`src/rtl/vga_raster_timing.sv`:
```
`timescale 1ns/1ps
`default_nettype none
// ============================================================================
//  Module   : vga_raster_timing
//  Purpose  : Free-running raster timing generator for the camera loopback
//             path. It produces registered, cycle-aligned sync, blank and
//             camera-request outputs, row/col coordinates for the downstream
//             RGB stage, line/frame start markers and a frame counter.
//  Ports    : clk          - pixel clock, sole clock
//             reset_n      - asynchronous active-low reset
//             en           - count enable; 0 holds every register
//             x_count      - horizontal position, 0..H_TOTAL-1
//             y_count      - vertical position, 0..V_TOTAL-1
//             col / row    - x_count-COL_OFS / y_count-ROW_OFS, modulo 2^13
//             hs_n / vs_n  - horizontal / vertical sync, active low
//             blank_n      - 1 during active video
//             orequest     - camera pixel read request
//             sol / sof    - one-cycle start-of-line / start-of-frame pulses
//             frame_count  - completed frames, wraps at 2^16
//  Revision : 1.0 - initial release
// ============================================================================
module vga_raster_timing #(
  parameter int H_TOTAL  = 800,
  parameter int H_ACT    = 160,
  parameter int H_SYNC_S = 2,
  parameter int H_SYNC_E = 97,
  parameter int V_TOTAL  = 525,
  parameter int V_ACT    = 45,
  parameter int V_SYNC_S = 13,
  parameter int V_SYNC_E = 14,
  parameter int COL_OFS  = 164,
  parameter int ROW_OFS  = 47
) (
  input  logic        clk,
  input  logic        reset_n,
  input  logic        en,
  output logic [12:0] x_count,
  output logic [12:0] y_count,
  output logic [12:0] col,
  output logic [12:0] row,
  output logic        hs_n,
  output logic        vs_n,
  output logic        blank_n,
  output logic        orequest,
  output logic        sol,
  output logic        sof,
  output logic [15:0] frame_count
);

  localparam logic [12:0] c_H_TOTAL  = 13'(H_TOTAL);
  localparam logic [12:0] c_H_LAST   = 13'(H_TOTAL - 1);
  localparam logic [12:0] c_H_ACT    = 13'(H_ACT);
  localparam logic [12:0] c_H_SYNC_S = 13'(H_SYNC_S);
  localparam logic [12:0] c_H_SYNC_E = 13'(H_SYNC_E);
  localparam logic [12:0] c_V_TOTAL  = 13'(V_TOTAL);
  localparam logic [12:0] c_V_LAST   = 13'(V_TOTAL - 1);
  localparam logic [12:0] c_V_ACT    = 13'(V_ACT);
  localparam logic [12:0] c_V_SYNC_S = 13'(V_SYNC_S);
  localparam logic [12:0] c_V_SYNC_E = 13'(V_SYNC_E);
  localparam logic [12:0] c_COL_OFS  = 13'(COL_OFS);
  localparam logic [12:0] c_ROW_OFS  = 13'(ROW_OFS);
  localparam logic [12:0] c_COL_RST  = 13'd0 - c_COL_OFS;
  localparam logic [12:0] c_ROW_RST  = 13'd0 - c_ROW_OFS;

  logic [12:0] r_x, r_y, r_col, r_row;
  logic        r_hs_n, r_vs_n, r_blank_n, r_orequest, r_sol, r_sof;
  logic [15:0] r_frame_count;

  logic        w_x_wrap, w_y_wrap;
  logic [12:0] w_x_nxt, w_y_nxt;
  logic        w_hs_n_nxt, w_vs_n_nxt, w_blank_n_nxt, w_orequest_nxt;

  // Next counter position. The decode below works on these values so that
  // the registered outputs line up with the counter they are stored beside.
  always_comb begin
    w_x_wrap = (r_x == c_H_LAST);
    w_y_wrap = (r_y == c_V_LAST);
    w_x_nxt  = w_x_wrap ? 13'd0 : r_x + 13'd1;
    w_y_nxt  = r_y;
    if (w_x_wrap) begin
      w_y_nxt = w_y_wrap ? 13'd0 : r_y + 13'd1;
    end
  end

  always_comb begin
    w_hs_n_nxt     = !((w_x_nxt >= c_H_SYNC_S) && (w_x_nxt <= c_H_SYNC_E));
    w_vs_n_nxt     = !((w_y_nxt >= c_V_SYNC_S) && (w_y_nxt <= c_V_SYNC_E));
    w_blank_n_nxt  = (w_x_nxt >= c_H_ACT) && (w_y_nxt >= c_V_ACT);
    // Request uses strict lower bounds: it starts one pixel and one line
    // after the blanking edge.
    w_orequest_nxt = (w_x_nxt > c_H_ACT) && (w_x_nxt < c_H_TOTAL) &&
                     (w_y_nxt > c_V_ACT) && (w_y_nxt < c_V_TOTAL);
  end

  always_ff @(posedge clk or negedge reset_n) begin
    if (!reset_n) begin
      r_x           <= 13'd0;
      r_y           <= 13'd0;
      r_col         <= c_COL_RST;
      r_row         <= c_ROW_RST;
      r_hs_n        <= 1'b1;
      r_vs_n        <= 1'b1;
      r_blank_n     <= 1'b0;
      r_orequest    <= 1'b0;
      r_sol         <= 1'b0;
      r_sof         <= 1'b0;
      r_frame_count <= 16'd0;
    end else if (en) begin
      r_x        <= w_x_nxt;
      r_y        <= w_y_nxt;
      r_col      <= w_x_nxt - c_COL_OFS;
      r_row      <= w_y_nxt - c_ROW_OFS;
      r_hs_n     <= w_hs_n_nxt;
      r_vs_n     <= w_vs_n_nxt;
      r_blank_n  <= w_blank_n_nxt;
      r_orequest <= w_orequest_nxt;
      // Markers fire only on a wrap, never on the first cycle out of reset.
      r_sol      <= w_x_wrap;
      r_sof      <= w_x_wrap && w_y_wrap;
      if (w_x_wrap && w_y_wrap) begin
        r_frame_count <= r_frame_count + 16'd1;
      end
    end
  end

  assign x_count     = r_x;
  assign y_count     = r_y;
  assign col         = r_col;
  assign row         = r_row;
  assign hs_n        = r_hs_n;
  assign vs_n        = r_vs_n;
  assign blank_n     = r_blank_n;
  assign orequest    = r_orequest;
  assign sol         = r_sol;
  assign sof         = r_sof;
  assign frame_count = r_frame_count;

endmodule
`default_nettype wire

```
`config.mk`:
```
export PLATFORM = sky130hd
export DESIGN_NAME = vga_raster_timing
export DESIGN_NICKNAME = d
export VERILOG_FILES = /design/src/rtl/vga_raster_timing.sv
export SDC_FILE = /design/constraint.sdc
export NUM_CORES = 1
export LEC_CHECK = 0
export BUFFER_PORTS_ARGS = -buffer_cell sky130_fd_sc_hd__buf_4
export CELL_PAD_IN_SITES_DETAIL_PLACEMENT = 0
export CELL_PAD_IN_SITES_GLOBAL_PLACEMENT = 1
export CORE_MARGIN = 2
export CORE_UTILIZATION = 44
export DETAILED_ROUTE_END_ITERATION = 10
export PLACE_DENSITY = 0.77
export RECOVER_POWER = 50
export SLEW_MARGIN = 25
export SYNTH_ARGS = -nofsm -noshare
export SYNTH_HDL_FRONTEND = slang
export SYNTH_SLANG_ARGS = --single-unit
export TNS_END_PERCENT = 50
```
`constraint.sdc`:
```
create_clock -name clk -period 4.1 [get_ports clk]
set_input_delay 1.025 -clock clk [delete_from_list [all_inputs] [get_ports clk]]
set_output_delay 1.025 -clock clk [all_outputs]
set_load 0.005 [all_outputs]
```
# Word level (Yosys, flattened, before mapping)
# Index checks and enable logic that the tools add are counted.
# W data, S select, Z words.
# classes
add_sub_neg,5
magnitude_cmp,10
eq_ne,2
mux,3
reduce_logical,10
# op_table
op,n
$mux W13,3
$add A13 B1 Y13 const B,2
$eq A13 B10 Y1 const B,2
$lt A13 B10 Y1 const B,2
$add A16 B1 Y16 const B,1
$ge A13 B2 Y1 const B,1
$ge A13 B4 Y1 const B,1
$ge A13 B6 Y1 const B,1
$ge A13 B8 Y1 const B,1
$gt A13 B6 Y1 const B,1
$gt A13 B8 Y1 const B,1
$le A13 B4 Y1 const B,1
$le A13 B7 Y1 const B,1
$sub A13 B6 Y13 const B,1
$sub A13 B8 Y13 const B,1
$logic_and A1 B1 Y1,7
$logic_not A1 Y1,2
$reduce_and A2 Y1,1
# totals
ff_bits,74
input_bits,3
out_inout_bits,74
wordCells,41

# Depth between registers and ports, before layout
# logic_depth
ltp_word,6
ltp_mapped,14
ltp_nobuf,12

# Worst setup path after synthesis
# OpenSTA, ideal clock, no wires.
# synth_timing
path_type,reg2reg
start,register r_x[0] (netlist: x_count[0])
end,register r_row[12] (netlist: row[12])
setup_time_ns,0.083
t_arrival_ns,3.151
required_ns,4.017
setup_slack_ns,0.865
path_stages_with_launch,14
path_buffers,3
period_less_slack_ns,3.235
path_cell_list,dfrtp_1 -> ha_1 -> buf_2 -> nand4_2 -> or4_4 -> buf_6 -> buf_6 -> a21oi_1 -> inv_1 -> ha_1 -> inv_1 -> o31ai_4 -> o311a_1 -> a221o_1
# synth_between
elab_chain_cells,3
# synth_rtl
item,line_no,rtl
from (decl),65,"logic [12:0] r_x, r_y, r_col, r_row;"
from (signal assigned),109,r_x <= w_x_nxt;
$eq A13 B10 Y1,76,w_x_wrap = (r_x == c_H_LAST);
$mux W13,80,if (w_x_wrap) begin
net w_y_nxt[0],70,"logic [12:0] w_x_nxt, w_y_nxt;"
$sub A13 B6 Y13,112,r_row <= w_y_nxt - c_ROW_OFS;
to (signal assigned),100,r_row <= c_ROW_RST;
to (signal assigned),112,
to (decl),65,
# The timed path passes the listed nets, and every way through them passes these cells.
# A chain may end at the register's enable or synchronous reset.

# Worst setup path after layout
# Same ends and word-level chain as after synthesis.

==> out/summary.md <==
### Detailed routing
- met4 — top layer used by detailed routing
- 5.822 mm — detailed route wirelength on metal2
- 5.196 mm — Routed met1 length
- 0 — Post-route DRC
- 0 — remaining antenna violation count
- 11.74 mm — detailed-route wire length
- 3,984 — count of vias placed by the detailed router
- 201 — number of design-rule violations left by the first detailed-router iteration
- 16.81 um — average wire length per cell after detail routing
- 5.708 — routed via count divided by cell count
- 566 um — met3 wire len
- 5 — Pre-antenna DRT Iters

### Placement
- 8.334 mm — dpl hpwl
- 0.8527 — global placer's final weighted congestion
- 76 — PortBufs

### Setup path
- flop — crit path launch type
- reg -> reg — crit path kind
- 19 — maximum net fanout on the critical path
- flop — crit end category
- 4.37 ns — required time of the worst setup path
- 0.71 ns — Critical Path Max Stage Delay
- ha_1, nand4_2, or4_4, a21oi_1, inv_1, ha_1, inv_1, o31ai_4, o311a_1, a221o_1 — cell-by-cell trace of the critical path
- 3.78 ns — arrival time of data at the critical path endpoint
- compound AO/OA/AOI/OAI gates — CP delay by family, top
- or4_4 — cell at the slowest stage of the critical path
- 2 — count of buffering cells on the critical path with inverters included

### Power and ir drop
- 0.002203 uW — Pleak
- 0.1953 mV — worst vdd ir
- 368.2 mW/mm^2 — power density relative to cell area

### Clocking
- 2 — number of buffers between clock root and the deepest sink
- 0.08 ns — Clock Pin Slew Worst Setup and Hold Paths
- 72 — clock sink count
- 0.35 ns — worst-skew pair later-pin latency
- 3 — H-tree depth reported by CTS
- 0 — number of buffers inserted to repair setup after CTS
- 0 — Hold Buf Count CTS
- 9 — cts bufs inserted
- clkbuf_8 — CTS root buf
- 0 — cts repair resizes
- done — TritonCTS clock tree

### Synth
- dfrtp_1 — most common flop cell mapped by yosys
- 0 — Synth warnings
- dfrtp_1 (28%), dfstp_2 (11%), xnor2_1 (5.9%) — cell types with the largest area share after synthesis
- 495 — gate count of the mapped netlist
- 509 — Synthesized Nets
- dfrtp_1 — post-synth top area cell
- dfrtp_1 (52), nor2_1 (42), nand2_1 (37), xnor2_1 (31) — commonest cells in the synthesized netlist
- 39.42% — proportion of synthesized chip area in sequential cells
- dfrtp_1 — most common cell in the netlist
- 28.08% — area share of the leading cell type in the synthesized netlist
- 0 — EDFF count, synth
- 9.363 sq um — Mapped Avg Cell Area
- 100.0% — post-synthesis async set-or-reset flop share
- 76 — library cells used by synthesis
- 72 — flops & latches, synth
- 0.004634 sq mm — Mapped Area

### STA
- 285.3 MHz — Fmax
- 3.506 ns — post-route minimum period
- 0.01389 ns — post-route clock skew
- 85.50% — crit share post-route
- no — RSZ-0062 raised after global routing
- 0 — total of endpoints with negative setup slack in the final report
- 0 — Final Hold Viols
- 0 ns — Total Negative Setup Slacks
- 1.849 ns — transition time of the tightest slew-check pin
- -23.26% — worst slew margin relative to its limit
- 36 — final number of max-transition violations

### Floorplan
- 0.01137 sq mm — floorplan die area
- 106.6 um — height of the die
- 0.01028 sq mm — core outline area
- 37 — Rows
- 45.09% — initial cell density of the core
- 106.6 um — x dimension of the die
- 77 — number of placed I/O pins

### Global route
- 0 — initial antenna violation count
- 3,824 — vias in the first global route
- 73 — largest net degree at the start of global routing
- 0 — GR Overflow Total
- 19.46 mm — wire length of the first global-routing pass
- 21.65% — overall routing resource usage

### Run status
- capacitance limit, slew limit — violations in the final reports
- complete, but fails checks — outcome

### Finish
- 988 — number of inserted filler cells in the final layout
- 16.90% — area added between synthesis and finish
- 0 — number of antenna diodes
- 571 — NumNets Final
- 52.71% — final core occ
- 27.05% — fraction of layout instances using a drive strength above 1

### Flow run
- 1 — max_cap viols

### Worst hold path
- reg -> reg — worst hold path type

==> layer usage <==
metal | vias to the layer above | track usage (%)
li1 | 1921 | -
met3 | 10 | 3.708
met5 | - | 0
met1 | 1931 | 28.31
met2 | 122 | 36.03
met4 | 0 | 7.978
==> worst paths after layout <==
check,start,to,slack [ns],cells after the start
min,col[6],col[6],0.48,2
max,x_count[0],row[12],0.59,10
min reg2reg,col[6],col[6],0.48,2
max reg2reg,x_count[0],row[12],0.59,10
max in group asynchronous,reset_n,x_count[6],1.20,2
min in group asynchronous,reset_n,col[7],1.17,1
==> layout by cell type (no fill, tap or decap), types with 3 or more instances in the layout <==
cell type | netlist | final
ha_1 | 11 | 11
o211ai_1 | 7 | 7
xnor2_1 | 31 | 31
clkbuf_8 | 0 | 10
nor4_1 | 6 | 6
dfrtp_1 | 52 | 52
a21o_1 | 4 | 4
clkinv_2 | 0 | 3
nand4_1 | 14 | 14
and4_1 | 4 | 4
a31oi_1 | 7 | 7
or2_2 | 4 | 4
and2_1 | 6 | 6
nor2_1 | 42 | 42
o21a_1 | 3 | 3
clkbuf_1 | 16 | 4
clkbuf_4 | 0 | 29
xor2_1 | 18 | 18
nor4b_1 | 4 | 4
buf_4 | 2 | 49
nand2_1 | 37 | 37
mux2_2 | 14 | 14
nor3_2 | 3 | 3
dfstp_2 | 20 | 20
and3_1 | 5 | 5
or3_1 | 6 | 6
o31ai_1 | 7 | 7
a21oi_1 | 19 | 19
o21ai_0 | 27 | 27
nor3_1 | 13 | 13
inv_1 | 16 | 16
nand3_1 | 27 | 27
==> flip-flops by register name, indices dropped and copies added (netlist names) <==
name	flops
frame_count	16
row	13
x_count	13
y_count	13
col	11
blank_n	1
hs_n	1
orequest	1
sof	1
sol	1
vs_n	1
==> final cells by class <==
| class | instances | area [sq um] | share of cell area, % |
|---|---|---|---|
| flip-flops and latches | 72 | 1827 | 33.72 |
| multi-input cells | 376 | 2590 | 47.81 |
| repair buffers | 82 | 603.1 | 11.13 |
| clock buffers | 12 | 145.1 | 2.679 |
| clock inverters | 4 | 22.52 | 0.4157 |
| inverters | 16 | 60.06 | 1.109 |
| well taps | 136 | 170.2 | 3.141 |
==> kinds of logic (layout without fill, tap and decap cells) <==
logic type	count (synthesis)	count (layout)	synth area share, %
mux	17	17	4.077
compound gates	104	104	16.01
flops	72	72	39.42
buf+inv	47	114	4.697
xor+xnor	49	49	9.260
fa+ha+maj	11	11	2.970
simple gates	195	195	23.57
==> tightest hold or removal path, stage by stage, from the launching register on <==
cell and delay (ns):
dfstp_2 0.37, inv_1 0.04, o21ai_0 0.06
==> through the flow <==
stage | hold slack [ns] | worst slack (ns) | area, sq um | cells | total power (uW)
after floorplan | 0.4576 | 0.8650 | 4634 | 495 | 1273
after global placement | 0.4571 | 0.7349 | 5255 | 681 | 1503
after detailed placement | 0.4729 | 0.6138 | 5255 | 681 | 1509
after CTS | 0.4836 | 0.5885 | 5423 | 697 | 2023
after global routing | 0.4961 | 0.2991 | 5418 | 698 | 2126
final | 0.4779 | 0.5944 | 5418 | 698 | 1995
==> power by group <==
| part | total [uW] | leakage, uW | internal (uW) | switching (uW) |
|---|---|---|---|---|
| Clock | 502 | 0.0000861 | 234 | 269 |
| Sequential | 950 | 0.000875 | 820 | 130 |
| Combinational | 543 | 0.00124 | 274 | 269 |
No activity file was read; power rests on OpenSTA's default activity.
